File: config.mk
export PLATFORM = sky130hd
export DESIGN_NAME = uart_rx_param
export DESIGN_NICKNAME = d
export VERILOG_FILES = /design/src/rtl/uart_pkg.sv /design/src/rtl/uart_rx_sampler.sv /design/src/rtl/uart_rx_param.sv
export SDC_FILE = /design/constraint.sdc
export NUM_CORES = 1
export LEC_CHECK = 0
export CELL_PAD_IN_SITES_DETAIL_PLACEMENT = 0
export CELL_PAD_IN_SITES_GLOBAL_PLACEMENT = 1
export CORE_MARGIN = 1
export CORE_UTILIZATION = 25
export CTS_BUF_LIST = sky130_fd_sc_hd__clkbuf_4 sky130_fd_sc_hd__clkbuf_8
export DETAILED_ROUTE_END_ITERATION = 12
export PLACE_DENSITY_LB_ADDON = 0.08
export SLEW_MARGIN = 15
export SYNTH_ARGS = -nofsm -noshare
export SYNTH_HDL_FRONTEND = slang
export SYNTH_SLANG_ARGS = --single-unit
File: constraint.sdc
create_clock -name clk1 -period 1.83 [get_ports clk1]
set_input_delay 0.366 -clock clk1 [delete_from_list [all_inputs] [get_ports clk1]]
set_output_delay 0.366 -clock clk1 [all_outputs]
set_load 0.1 [all_outputs]
File: src/rtl/uart_pkg.sv
// Shared UART definitions: parity mode codes, receiver FSM states, majority helper.
// Latency: n/a (declarations only).
// Backpressure: n/a.
package uart_pkg;

    localparam int PAR_NONE = 0;
    localparam int PAR_EVEN = 1;
    localparam int PAR_ODD  = 2;

    typedef enum logic [2:0] {
        RX_IDLE   = 3'd0,
        RX_START  = 3'd1,
        RX_DATA   = 3'd2,
        RX_PARITY = 3'd3,
        RX_STOP   = 3'd4
    } uart_rx_state_t;

    function automatic logic maj3(input logic a, input logic b, input logic c);
        return (a & b) | (a & c) | (b & c);
    endfunction

endpackage

File: src/rtl/uart_rx_sampler.sv
// RX front end: 2-flop synchroniser plus 3-tap mid-bit capture and majority vote.
// Latency: 2 cycles rx -> rx_s; bit_val is valid combinationally at cnt = H+1.
// Backpressure: none, free-running.
// Ports: clk1, reset (sync, active-high), rx (async line), cnt (bit-phase counter
//        from the FSM) -> rx_s (synchronised line), bit_val (voted bit value).
module uart_rx_sampler
    import uart_pkg::*;
#(
    parameter int CLKS_PER_BIT = 16
) (
    input  logic                            clk1,
    input  logic                            reset,
    input  logic                            rx,
    input  logic [$clog2(CLKS_PER_BIT)-1:0] cnt,
    output logic                            rx_s,
    output logic                            bit_val
);

    localparam int CW = $clog2(CLKS_PER_BIT);
    localparam int H  = CLKS_PER_BIT / 2;
    localparam logic [CW-1:0] CNT_TAP0 = CW'(H - 1);
    localparam logic [CW-1:0] CNT_TAP1 = CW'(H);

    logic rx_m;
    logic tap0;
    logic tap1;

    // Idle-high reset values keep a reset from looking like a start edge.
    always_ff @(posedge clk1) begin
        if (reset) begin
            rx_m <= 1'b1;
            rx_s <= 1'b1;
            tap0 <= 1'b1;
            tap1 <= 1'b1;
        end else begin
            rx_m <= rx;
            rx_s <= rx_m;
            if (cnt == CNT_TAP0) tap0 <= rx_s;
            if (cnt == CNT_TAP1) tap1 <= rx_s;
        end
    end

    // Third sample is the live rx_s at cnt = H+1, so the vote lands that cycle.
    assign bit_val = maj3(tap0, tap1, rx_s);

endmodule

File: src/rtl/uart_rx_param.sv
// Parametrised UART receiver with mid-bit majority voting, parity/framing checks.
// Latency: valid_frame rises one cycle after the last stop-bit decision.
// Backpressure: one-word holding register with valid/ready; a frame completing
//               while the register is full and unread is dropped and overrun pulses.
// Ports: clk1, reset (sync, active-high), rx, rd_ready -> valid_frame, d_out,
//        parity_err, frame_err, overrun, busy.
module uart_rx_param
    import uart_pkg::*;
#(
    parameter int CLKS_PER_BIT = 16,
    parameter int DATA_BITS    = 8,
    parameter int PARITY       = 0,
    parameter int STOP_BITS    = 1
) (
    input  logic                 clk1,
    input  logic                 reset,
    input  logic                 rx,
    input  logic                 rd_ready,
    output logic                 valid_frame,
    output logic [DATA_BITS-1:0] d_out,
    output logic                 parity_err,
    output logic                 frame_err,
    output logic                 overrun,
    output logic                 busy
);

    localparam int CW = $clog2(CLKS_PER_BIT);
    localparam int H  = CLKS_PER_BIT / 2;
    localparam int IW = 4;
    localparam logic [CW-1:0] CNT_DEC   = CW'(H + 1);
    localparam logic [CW-1:0] CNT_END   = CW'(CLKS_PER_BIT - 1);
    localparam logic [IW-1:0] LAST_DATA = IW'(DATA_BITS - 1);
    localparam logic [IW-1:0] LAST_STOP = IW'(STOP_BITS - 1);

    uart_rx_state_t       state;
    uart_rx_state_t       state_n;
    logic [CW-1:0]        cnt;
    logic [IW-1:0]        bit_idx;
    logic [DATA_BITS-1:0] shreg;
    logic                 par_bad;
    logic                 frm_bad;
    logic                 rx_s;
    logic                 bit_val;
    logic                 decide;
    logic                 bit_end;
    logic                 done;

    uart_rx_sampler #(
        .CLKS_PER_BIT(CLKS_PER_BIT)
    ) u_sampler (
        .clk1    (clk1),
        .reset   (reset),
        .rx      (rx),
        .cnt     (cnt),
        .rx_s    (rx_s),
        .bit_val (bit_val)
    );

    assign decide = (cnt == CNT_DEC);
    assign bit_end = (cnt == CNT_END);
    assign busy = (state != RX_IDLE);

    always_ff @(posedge clk1) begin
        if (reset) state <= RX_IDLE;
        else       state <= state_n;
    end

    always_comb begin
        state_n = state;
        done    = 1'b0;
        unique case (state)
            RX_IDLE: begin
                if (!rx_s) state_n = RX_START;
            end
            RX_START: begin
                if (decide && bit_val) state_n = RX_IDLE;   // false start
                else if (bit_end)      state_n = RX_DATA;
            end
            RX_DATA: begin
                if (bit_end && bit_idx == LAST_DATA)
                    state_n = (PARITY != PAR_NONE) ? RX_PARITY : RX_STOP;
            end
            RX_PARITY: begin
                if (bit_end) state_n = RX_STOP;
            end
            RX_STOP: begin
                // Leave mid-bit so a back-to-back start edge is not missed.
                if (decide && bit_idx == LAST_STOP) begin
                    state_n = RX_IDLE;
                    done    = 1'b1;
                end
            end
            default: state_n = RX_IDLE;
        endcase
    end

    // Per-bit phase counter and bit index both restart on every state change.
    always_ff @(posedge clk1) begin
        if (reset) begin
            cnt     <= '0;
            bit_idx <= '0;
            shreg   <= '0;
            par_bad <= 1'b0;
            frm_bad <= 1'b0;
        end else begin
            cnt     <= (state == RX_IDLE || state_n != state || bit_end) ? '0 : cnt + 1'b1;
            bit_idx <= (state_n != state) ? '0 : (bit_end ? bit_idx + 1'b1 : bit_idx);
            if (state == RX_IDLE) begin
                par_bad <= 1'b0;
                frm_bad <= 1'b0;
            end
            if (state == RX_DATA && decide)
                shreg <= {bit_val, shreg[DATA_BITS-1:1]};
            if (state == RX_PARITY && decide)
                par_bad <= ((^shreg) ^ bit_val) != (PARITY == PAR_ODD);
            if (state == RX_STOP && decide && !bit_val)
                frm_bad <= 1'b1;
        end
    end

    // The final stop bit is still in bit_val on the done cycle, so fold it in here.
    always_ff @(posedge clk1) begin
        if (reset) begin
            valid_frame <= 1'b0;
            d_out       <= '0;
            parity_err  <= 1'b0;
            frame_err   <= 1'b0;
            overrun     <= 1'b0;
        end else begin
            overrun <= 1'b0;
            if (done) begin
                if (!valid_frame || rd_ready) begin
                    valid_frame <= 1'b1;
                    d_out       <= shreg;
                    parity_err  <= par_bad;
                    frame_err   <= frm_bad | ~bit_val;
                end else begin
                    overrun <= 1'b1;
                end
            end else if (valid_frame && rd_ready) begin
                valid_frame <= 1'b0;
            end
        end
    end

endmodule
==> flow_summary.json, run 1 <==
{
  "outcome": "completed",
  "r2r-start": "cnt[1]$_SDFF_PP0_",
  "clock_skew_ns": 0.00674,
  "slew_viol_final": 0,
  "wirelength_mm": 3.42,
  "hpwl_mm": 2.63,
  "critPathKind": "flip-flop to output port",
  "finalPower_w": 0.00146,
  "ys_seq_area_share_pct": 45.6,
  "core-area_sq_um": 6310,
  "clk_latency_ns": 0.29,
  "setup.worst_path.end": "busy",
  "min_period_over_period_pct": 95.2,
  "relSlewSlack_pct": 72.6,
  "cts_tree": "done",
  "ys_seq_elements": 37,
  "io_pins": 17,
  "hold_viol_final": 0,
  "synthMuxAreaShare_pct": 11.1,
  "antenna_left": 0,
  "routed_via_density": 4.41,
  "first_pass_iters": 4,
  "grt_pass1_wl_mm": 5.75,
  "synth_top_area_cell": "dfxtp_1",
  "yosys-top-cells-count": "dfxtp_1 (37), nor2_1 (30), mux2i_1 (18)",
  "crit_path_start": "state[1]$_SDFF_PP0_",
  "powerDensity_nw_per_um2": 657,
  "tightestPinTransition_ns": 0.410,
  "fmax_mhz": 574,
  "grt_pass1_vias": 1200,
  "ys_types": 35,
  "n_antenna_cell": 0,
  "synth_fp_nets": 179,
  "placed_area_sq_um": 2100,
  "setup-violations-final": 0,
  "rrSetupSlack_ns": 0.11,
  "grt_usage_pct": 11.7,
  "wl_per_cell_microns": 12.3,
  "antenna_found_initial": 0,
  "synth_top_family_by_area": "simple AND/OR/NAND/NOR gates",
  "start_kind": "flip-flop",
  "final_cells": 277,
  "cts.path.max_buffers": 2,
  "first_iter_violations": 55,
  "cts_sinks": 37,
  "vias": 1222,
  "drive_above_1_share_pct": 26.5,
  "synthArstFlopShare_pct": 0,
  "dp.cells": 268,
  "synth_top_area_share_pct": 45.6,
  "yosys.area_share.adder_pct": 4.55,
  "die_w_microns": 82.6,
  "synthTopCellsByArea": "dfxtp_1 (46%), mux2i_1 (11%), nor2_1 (6.9%)",
  "p_leak_nw": 0.889,
  "final_nets": 209,
  "setup_tns_ns": 0,
  "r2r_cells": 7,
  "htree_levels": 2,
  "fin_crit_ns": 1.74,
  "worstReg2RegEnd": "cnt[2]$_SDFF_PP0_",
  "rsz0062_at_grt": "false",
  "yosysWarnings": 0,
  "synth_xor_area_share_pct": 6.78,
  "synth_area_sq_um": 1620,
  "required_ns": 1.46,
  "clk_pin_slew_ns": 0.07,
  "hold_path.class": "flip-flop to flip-flop",
  "initial_utilization_pct": 25.7,
  "max-cap-violations": 0,
  "ctsHoldBuffers": 0,
  "synth_ff_type": "dfxtp_1",
  "die_h_microns": 82.6,
  "synthSimpleGateAreaFrac_pct": 21.6,
  "ir_drop_uv": 339,
  "worst_setup_path_end_kind": "output port",
  "portBuffers": 16,
  "syn_area_per_cell_sq_um": 9.55,
  "root_buffer": "clkbuf_8",
  "yosysMostFrequentCell": "dfxtp_1",
  "fp.dieArea_sq_um": 6820,
  "grt_start_max_net_pins": 11,
  "synth-compound-area-share_pct": 5.78,
  "synthCells": 170,
  "num_rows": 29,
  "drc": 0,
  "gp_congestion": 0.720,
  "area_growth_pct": 37.1,
  "grt_overflow": 0,
  "cts_made_buffers": 5,
  "final_area_sq_um": 2230,
  "worstPathMaxFanout": 8,
  "crit_arrival_ns": 1.38,
  "synth_edf_count": 0
}
cell type report:
type	count	area, sq um
Fill cell	649	4090
Multi-Input combinational cell	116	843
Sequential cell	37	743
Timing Repair Buffer	31	415
Tap cell	77	96.3
Clock buffer	7	90.1
Inverter	9	37.5
timing repair:
item | CTS | global route
setup buffers | 0 | 2
pin swaps | 1 | 5
hold endpoints to repair | 0 | 0
endpoints found under the setup margin | 1 | 18
resized for setup | 0 | 7
gates cloned | 0 | 0
state kept, by name, indices dropped and copies added (netlist names):
signal	cells
bit_idx	4
state	3
u_sampler.tap0	1
d_out	8
u_sampler.rx_m	1
cnt	4
valid_frame	1
par_bad	1
frm_bad	1
u_sampler.rx_s	1
parity_err	1
frame_err	1
u_sampler.tap1	1
shreg	8
overrun	1
through the flow:
stage	setup slack (ns)	hold slack, ns	utilization [%]
global placement	0.0829	0.396	33.2
global route	0.00248	0.440	35.3
CTS	0.0257	0.428	34.7
floorplan	0.0160	0.389	-
finish	0.0885	0.422	35.3
detailed placement	0.0461	0.401	33.2
layer usage:
metal | GRT usage, % | wire, microns | part of all wire [%] | up-vias
li1 | - | - | - | 628
met4 | 5.69 | 72 | 2.1 | 0
met2 | 19.3 | 1670 | 49 | 17
met3 | 3.41 | 108 | 3.2 | 8
met5 | 0 | 0 | 0 | -
met1 | 13.7 | 1570 | 46 | 569
cells in the final DEF (no fill, tap or decap), types with 2 or more instances in the layout:
cell and n:
nand4_1 4, a21oi_2 2, or2_2 2, mux2i_1 18, inv_1 7, nor2_1 29, nor2b_1 2, buf_12 14
xor2_1 3, buf_4 14, nand2_1 6, dfxtp_1 35, nand3b_1 3, a21oi_1 6, xnor2_1 7, ha_1 5
nand3_1 3, nand2b_1 3, clkdlybuf4s50_1 3, a211o_1 2, clkbuf_8 6, dfxtp_2 2, a31oi_1 2, nor3_1 3
how the worst min path moves through the flow:
| stage | from | to | slack, ns | depth (start not counted) |
|---|---|---|---|---|
| after floorplan | u_sampler.rx_m$_SDFF_PP1_ | u_sampler.rx_s$_SDFF_PP1_ | 0.39 | 1 |
| after global placement | u_sampler.rx_m$_SDFF_PP1_ | u_sampler.rx_s$_SDFF_PP1_ | 0.40 | 1 |
| after detailed placement | u_sampler.rx_m$_SDFF_PP1_ | u_sampler.rx_s$_SDFF_PP1_ | 0.40 | 1 |
| after CTS | u_sampler.rx_m$_SDFF_PP1_ | u_sampler.rx_s$_SDFF_PP1_ | 0.43 | 1 |
| after global routing | u_sampler.rx_m$_SDFF_PP1_ | u_sampler.rx_s$_SDFF_PP1_ | 0.44 | 1 |
| final | u_sampler.rx_m$_SDFF_PP1_ | u_sampler.rx_s$_SDFF_PP1_ | 0.42 | 1 |
critical path: stages, from the launching register on:
cell	delay (ns)
dfxtp_1	0.41
nor3_4	0.32
clkinvlp_4	0.18
buf_12	0.18
kinds of logic (layout without fill, tap and decap cells):
family                   count (synthesis)  after routing
AO/OA/AOI/OAI                           14             14
XOR/XNOR                                11             11
adder cells (fa/ha/maj)                  6              6
buffers and inverters                   17             47
flip-flops                              37             37
multiplexers                            18             18
AND/OR/NAND/NOR                         67             67
report_power, final:
part / switching [W] / internal [W] / leakage (nW)
Sequential: 0.00000414 / 0.000809 / 0.300
Clock: 0.000270 / 0.000313 / 0.0477
Combinational: 0.0000381 / 0.0000273 / 0.542
Total: 0.000312 / 0.00115 / 0.889
Power figures use the tool's default switching activity.
==> inputs of run 2 (changes only) <==
--- a/config.mk
+++ b/config.mk
@@ -7,7 +7,7 @@
 export LEC_CHECK = 0
 export CELL_PAD_IN_SITES_DETAIL_PLACEMENT = 0
 export CELL_PAD_IN_SITES_GLOBAL_PLACEMENT = 1
-export CORE_MARGIN = 1
+export CORE_MARGIN = 10
 export CORE_UTILIZATION = 25
 export CTS_BUF_LIST = sky130_fd_sc_hd__clkbuf_4 sky130_fd_sc_hd__clkbuf_8
 export DETAILED_ROUTE_END_ITERATION = 12
==> constraint.sdc (replaced) <==
create_clock -name clk1 -period 1.8 [get_ports clk1]
set_input_delay 0.18 -clock clk1 [delete_from_list [all_inputs] [get_ports clk1]]
set_output_delay 0.18 -clock clk1 [all_outputs]
set_load 0.1 [all_outputs]
==> flow_summary.json, run 2 (synthesized netlist as in run 1, its figures left out) <==
{
  "routed_via_density": 4.49,
  "drc": 0,
  "hold_path.startpoint": "u_sampler.rx_m$_SDFF_PP1_",
  "antenna_left": 0,
  "grt_pass1_vias": 1239,
  "finalPower_w": 0.00149,
  "p_leak_nw": 0.859,
  "num_rows": 29,
  "setup-violations-final": 0,
  "die_w_microns": 101,
  "initial_utilization_pct": 25.7,
  "die_h_microns": 101,
  "hold_viol_final": 0,
  "fin_crit_ns": 1.71,
  "grt_usage_pct": 7.78,
  "clock_skew_ns": 0.00546,
  "relSlewSlack_pct": 72.3,
  "fin_hold_ws_ns": 0.416,
  "final_common_cell": "dfxtp_1",
  "area_growth_pct": 28.0,
  "max-cap-violations": 0,
  "crit_buf_inv": 1,
  "worstPathMaxFanout": 5,
  "slew_viol_final": 0,
  "powerDensity_nw_per_um2": 718,
  "power_frac_clock_pct": 40.2,
  "fmax_mhz": 586,
  "netSwitchingFraction_pct": 21.8,
  "min_period_over_period_pct": 94.8,
  "hold_path.class": "flip-flop to flip-flop",
  "clk_latency_ns": 0.28,
  "gp_congestion": 0.707,
  "cpPeakStageDelay_ns": 0.34,
  "pwr-share-seq_pct": 55.4,
  "final_cells": 277,
  "rrSetupSlack_ns": 0.09,
  "first_pass_iters": 6,
  "htree_levels": 2,
  "switching_power_w": 0.000326,
  "fp.dieArea_sq_um": 10100,
  "r2r-start": "cnt[1]$_SDFF_PP0_",
  "fillers": 669,
  "biggestRegsByFlops": "d_out (8), shreg (8)",
  "vias": 1244,
  "rsz0062_at_grt": "false",
  "n_antenna_cell": 0,
  "cts_sinks": 37,
  "ir_drop_uv": 254,
  "cp_top_family": "compound AO/OA/AOI/OAI gates",
  "grt_start_max_net_pins": 13,
  "final_util_pct": 32.9,
  "hpwl_mm": 2.78,
  "critPathKind": "flip-flop to flip-flop",
  "worstReg2RegEnd": "bit_idx[0]$_SDFFE_PP0P_",
  "root_buffer": "clkbuf_8",
  "cts_made_buffers": 5,
  "internal-power_w": 0.00117,
  "crit_slowest_cell": "dfxtp_2",
  "wirelength_mm": 3.71,
  "ctsHoldBuffers": 0,
  "crit_arrival_ns": 1.92,
  "worst_setup_path_end_kind": "flip-flop",
  "final_cell_mix": "dfxtp_1 (35), nor2_1 (29), buf_4 (26)",
  "cts.path.max_buffers": 2,
  "setup_tns_ns": 0,
  "first_iter_violations": 29,
  "portBuffers": 16,
  "hold_depth": 1,
  "cts_tree": "done",
  "core-area_sq_um": 6310,
  "grt_overflow": 0,
  "tightestPinTransition_ns": 0.414,
  "clk_pin_slew_ns": 0.07,
  "path_cells": "inv_1, ha_1, and3b_2, a211o_1, a21oi_2, nand3_2, a21oi_1",
  "outcome": "completed",
  "dp.cells": 269,
  "wl_per_cell_microns": 13.4,
  "antenna_found_initial": 0,
  "io_pins": 17,
  "grt_pass1_wl_mm": 6.20,
  "r2r_cells": 7,
  "start_kind": "flip-flop",
  "min_to": "u_sampler.rx_s$_SDFF_PP1_",
  "comb_power_share_pct": 4.4,
  "required_ns": 2.02,
  "final_nets": 209,
  "drive_above_1_share_pct": 27.0
}
==> run 2: area by class of cell <==
class | count | area (sq um) | share of cell area [%]
clock buffers | 7 | 90.1 | 4.33
well taps | 77 | 96.3 | 4.63
inverters | 9 | 37.5 | 1.81
repair buffers | 31 | 265 | 12.8
flip-flops and latches | 37 | 743 | 35.7
multi-input cells | 116 | 847 | 40.7
==> run 2: how the worst max path moves through the flow <==
stage	depth (start not counted)	slack, ns	from	endpoint
6_report	7	0.09	cnt[1]$_SDFF_PP0_	bit_idx[0]$_SDFFE_PP0P_
2_1_floorplan	7	0.004	state[2]$_SDFF_PP0_	cnt[3]$_SDFF_PP0_
5_1_grt	7	0.0005	cnt[1]$_SDFF_PP0_	bit_idx[0]$_SDFFE_PP0P_
3_5_place_dp	7	0.03	cnt[0]$_SDFF_PP0_	d_out[4]$_SDFFE_PP0P_
4_1_cts	7	0.005	cnt[0]$_SDFF_PP0_	d_out[4]$_SDFFE_PP0P_
3_3_place_gp	7	0.05	cnt[0]$_SDFF_PP0_	d_out[2]$_SDFFE_PP0P_
==> run 2: per-layer routing <==
metal  wire length [microns]  GRT usage [%]  vias to the layer above
met5                       0              0                        -
met3                     139           2.81                        2
li1                        -              -                      624
met4                      34           2.93                        0
met1                    1630           8.89                      602
met2                    1910           12.9                       16
==> run 2: timing repair <==
action                                 CTS  global route
resized for setup                        0             8
setup endpoints to repair                0            17
endpoints found under the hold margin    0             0
buffers inserted                         0             1
==> run 2: stage by stage <==
stage,instance area [sq um],worst slack (ns)
global route,2080,0.000507
CTS,2050,0.00464
detailed placement,1960,0.0330
floorplan,1640,0.00416
finish,2080,0.0942
global placement,1960,0.0546
==> run 2: power groups by stage <==
| stage | Combinational (W) | Sequential [W] | Clock, W |
|---|---|---|---|
| 6_report | 0.0000653 | 0.000828 | 0.000601 |
| 5_1_grt | 0.0000717 | 0.000828 | 0.000663 |
| 3_3_place_gp | 0.0000643 | 0.000847 | 0 |
| 3_5_place_dp | 0.0000642 | 0.000847 | 0 |
| 4_1_cts | 0.0000643 | 0.000827 | 0.000637 |
| 2_1_floorplan | 0.0000389 | 0.000843 | 0 |
==> inputs of run 3 (changes only) <==
--- a/config.mk
+++ b/config.mk
@@ -9,7 +9,7 @@
 export CELL_PAD_IN_SITES_GLOBAL_PLACEMENT = 1
 export CORE_MARGIN = 10
 export CORE_UTILIZATION = 25
-export CTS_BUF_LIST = sky130_fd_sc_hd__clkbuf_4 sky130_fd_sc_hd__clkbuf_8
+export CTS_BUF_LIST = sky130_fd_sc_hd__clkbuf_4
 export DETAILED_ROUTE_END_ITERATION = 12
 export PLACE_DENSITY_LB_ADDON = 0.08
 export SLEW_MARGIN = 15
==> flow_summary.json, run 3 (synthesized netlist as in run 1, its figures left out) <==
{
  "outcome": "completed",
  "portBuffers": 16,
  "first_iter_violations": 26,
  "r2r_cells": 7,
  "finalPower_w": 0.00132,
  "worst_setup_path_end_kind": "output port",
  "routed_via_density": 4.48,
  "clock_skew_ns": 0.00902,
  "hold_viol_final": 0,
  "cts_tree": "done",
  "grt_overflow": 0,
  "fmax_mhz": 589,
  "rrSetupSlack_ns": 0.10,
  "antenna_left": 0,
  "die_h_microns": 101,
  "gp_congestion": 0.707,
  "biggestRegsByFlops": "d_out (8), shreg (8)",
  "worstPathMaxFanout": 8,
  "final_util_pct": 32.4,
  "min_to": "u_sampler.rx_m$_SDFF_PP1_",
  "cts_sinks": 37,
  "hold_path.class": "input pin to flip-flop",
  "root_buffer": "clkbuf_4",
  "tightestPinTransition_ns": 0.406,
  "clk_pin_slew_ns": 0.11,
  "initial_utilization_pct": 25.7,
  "worstReg2RegEnd": "bit_idx[1]$_SDFFE_PP0P_",
  "critPathKind": "flip-flop to output port",
  "setup_tns_ns": 0,
  "num_rows": 29,
  "pre_cts_slack_ns": 0.0330,
  "setup-violations-final": 0,
  "grt_start_max_net_pins": 13,
  "crit_path_start": "state[0]$_SDFF_PP0_",
  "relSlewSlack_pct": 72.9,
  "drive_above_1_share_pct": 26.9,
  "grt_pass1_wl_mm": 6.21,
  "fp.dieArea_sq_um": 10100,
  "fin_hold_ws_ns": 0.399,
  "ctsHoldBuffers": 0,
  "r2r-start": "cnt[1]$_SDFF_PP0_",
  "antenna_found_initial": 0,
  "final_nets": 210,
  "powerDensity_nw_per_um2": 645,
  "wirelength_mm": 3.70,
  "final_common_cell": "dfxtp_1",
  "crit_arrival_ns": 1.52,
  "area_growth_pct": 25.8,
  "hold_path.startpoint": "rx",
  "required_ns": 1.62,
  "cts.path.max_buffers": 2,
  "die_w_microns": 101,
  "cts_made_buffers": 5,
  "grt_usage_pct": 7.75,
  "ir_drop_uv": 261,
  "min_period_over_period_pct": 94.4,
  "clk_latency_ns": 0.33,
  "start_kind": "flip-flop",
  "max-cap-violations": 0,
  "final_cell_mix": "dfxtp_1 (34), nor2_1 (29), buf_4 (27)",
  "fin_crit_ns": 1.70,
  "hpwl_mm": 2.78,
  "hold_depth": 2,
  "wl_per_cell_microns": 13.3,
  "io_pins": 17,
  "slew_viol_final": 0,
  "n_antenna_cell": 0,
  "fin_ws_ns": 0.101,
  "htree_levels": 2,
  "grt_pass1_vias": 1235,
  "drc": 0,
  "core-area_sq_um": 6310,
  "rsz0062_at_grt": "false",
  "p_leak_nw": 0.846,
  "vias": 1245,
  "first_pass_iters": 4
}
-- run 3: what timing repair did --
action / CTS / global route
pin swaps: 0 / 5
setup endpoints to repair: 1 / 18
setup buffers: 0 / 2
gates resized for setup: 1 / 7
-- run 3: final cells by class --
cell class	instances	area (sq um)
Tap cell	77	96.3
Sequential cell	37	744
Inverter	9	37.5
Clock buffer	6	45.0
Fill cell	672	4270
Timing Repair Buffer	32	273
Multi-Input combinational cell	116	843
Clock inverter	1	3.75
-- run 3: where the power goes --
group	switching [W]	internal, W	total (W)	leakage (nW)
combinational	0.0000379	0.0000277	0.0000656	0.517
clock	0.000267	0.000157	0.000424	0.0292
sequential	0.00000568	0.000822	0.000828	0.300
total	0.000310	0.00101	0.00132	0.846
-- run 3: routing by layer --
layer / global-route usage, % / wire length [microns]
met2: 13.1 / 1900
met1: 8.73 / 1640
met4: 3.04 / 48
met3: 2.61 / 115
met5: 0 / 0
-- run 3: metrics by stage --
stage / instance area, sq um / cells
2_1_floorplan: 1640 / 170
3_3_place_gp: 1960 / 269
3_5_place_dp: 1960 / 269
4_1_cts: 2010 / 276
5_1_grt: 2040 / 278
6_report: 2040 / 278
-- run 3: worst max-delay path by stage --
| stage | end | slack (ns) | cells past startpoint |
|---|---|---|---|
| floorplan | cnt[3]$_SDFF_PP0_ | 0.004 | 7 |
| global placement | d_out[2]$_SDFFE_PP0P_ | 0.05 | 7 |
| detailed placement | d_out[4]$_SDFFE_PP0P_ | 0.03 | 7 |
| CTS | cnt[2]$_SDFF_PP0_ | 0.009 | 7 |
| global route | busy | 0.009 | 4 |
| finish | busy | 0.10 | 4 |
-- run 3: worst max-delay path: stages, from the launching register on --
cell and delay (ns):
dfxtp_1 0.43, nor3_4 0.29, clkinvlp_4 0.14, buf_4 0.16, buf_12 0.16
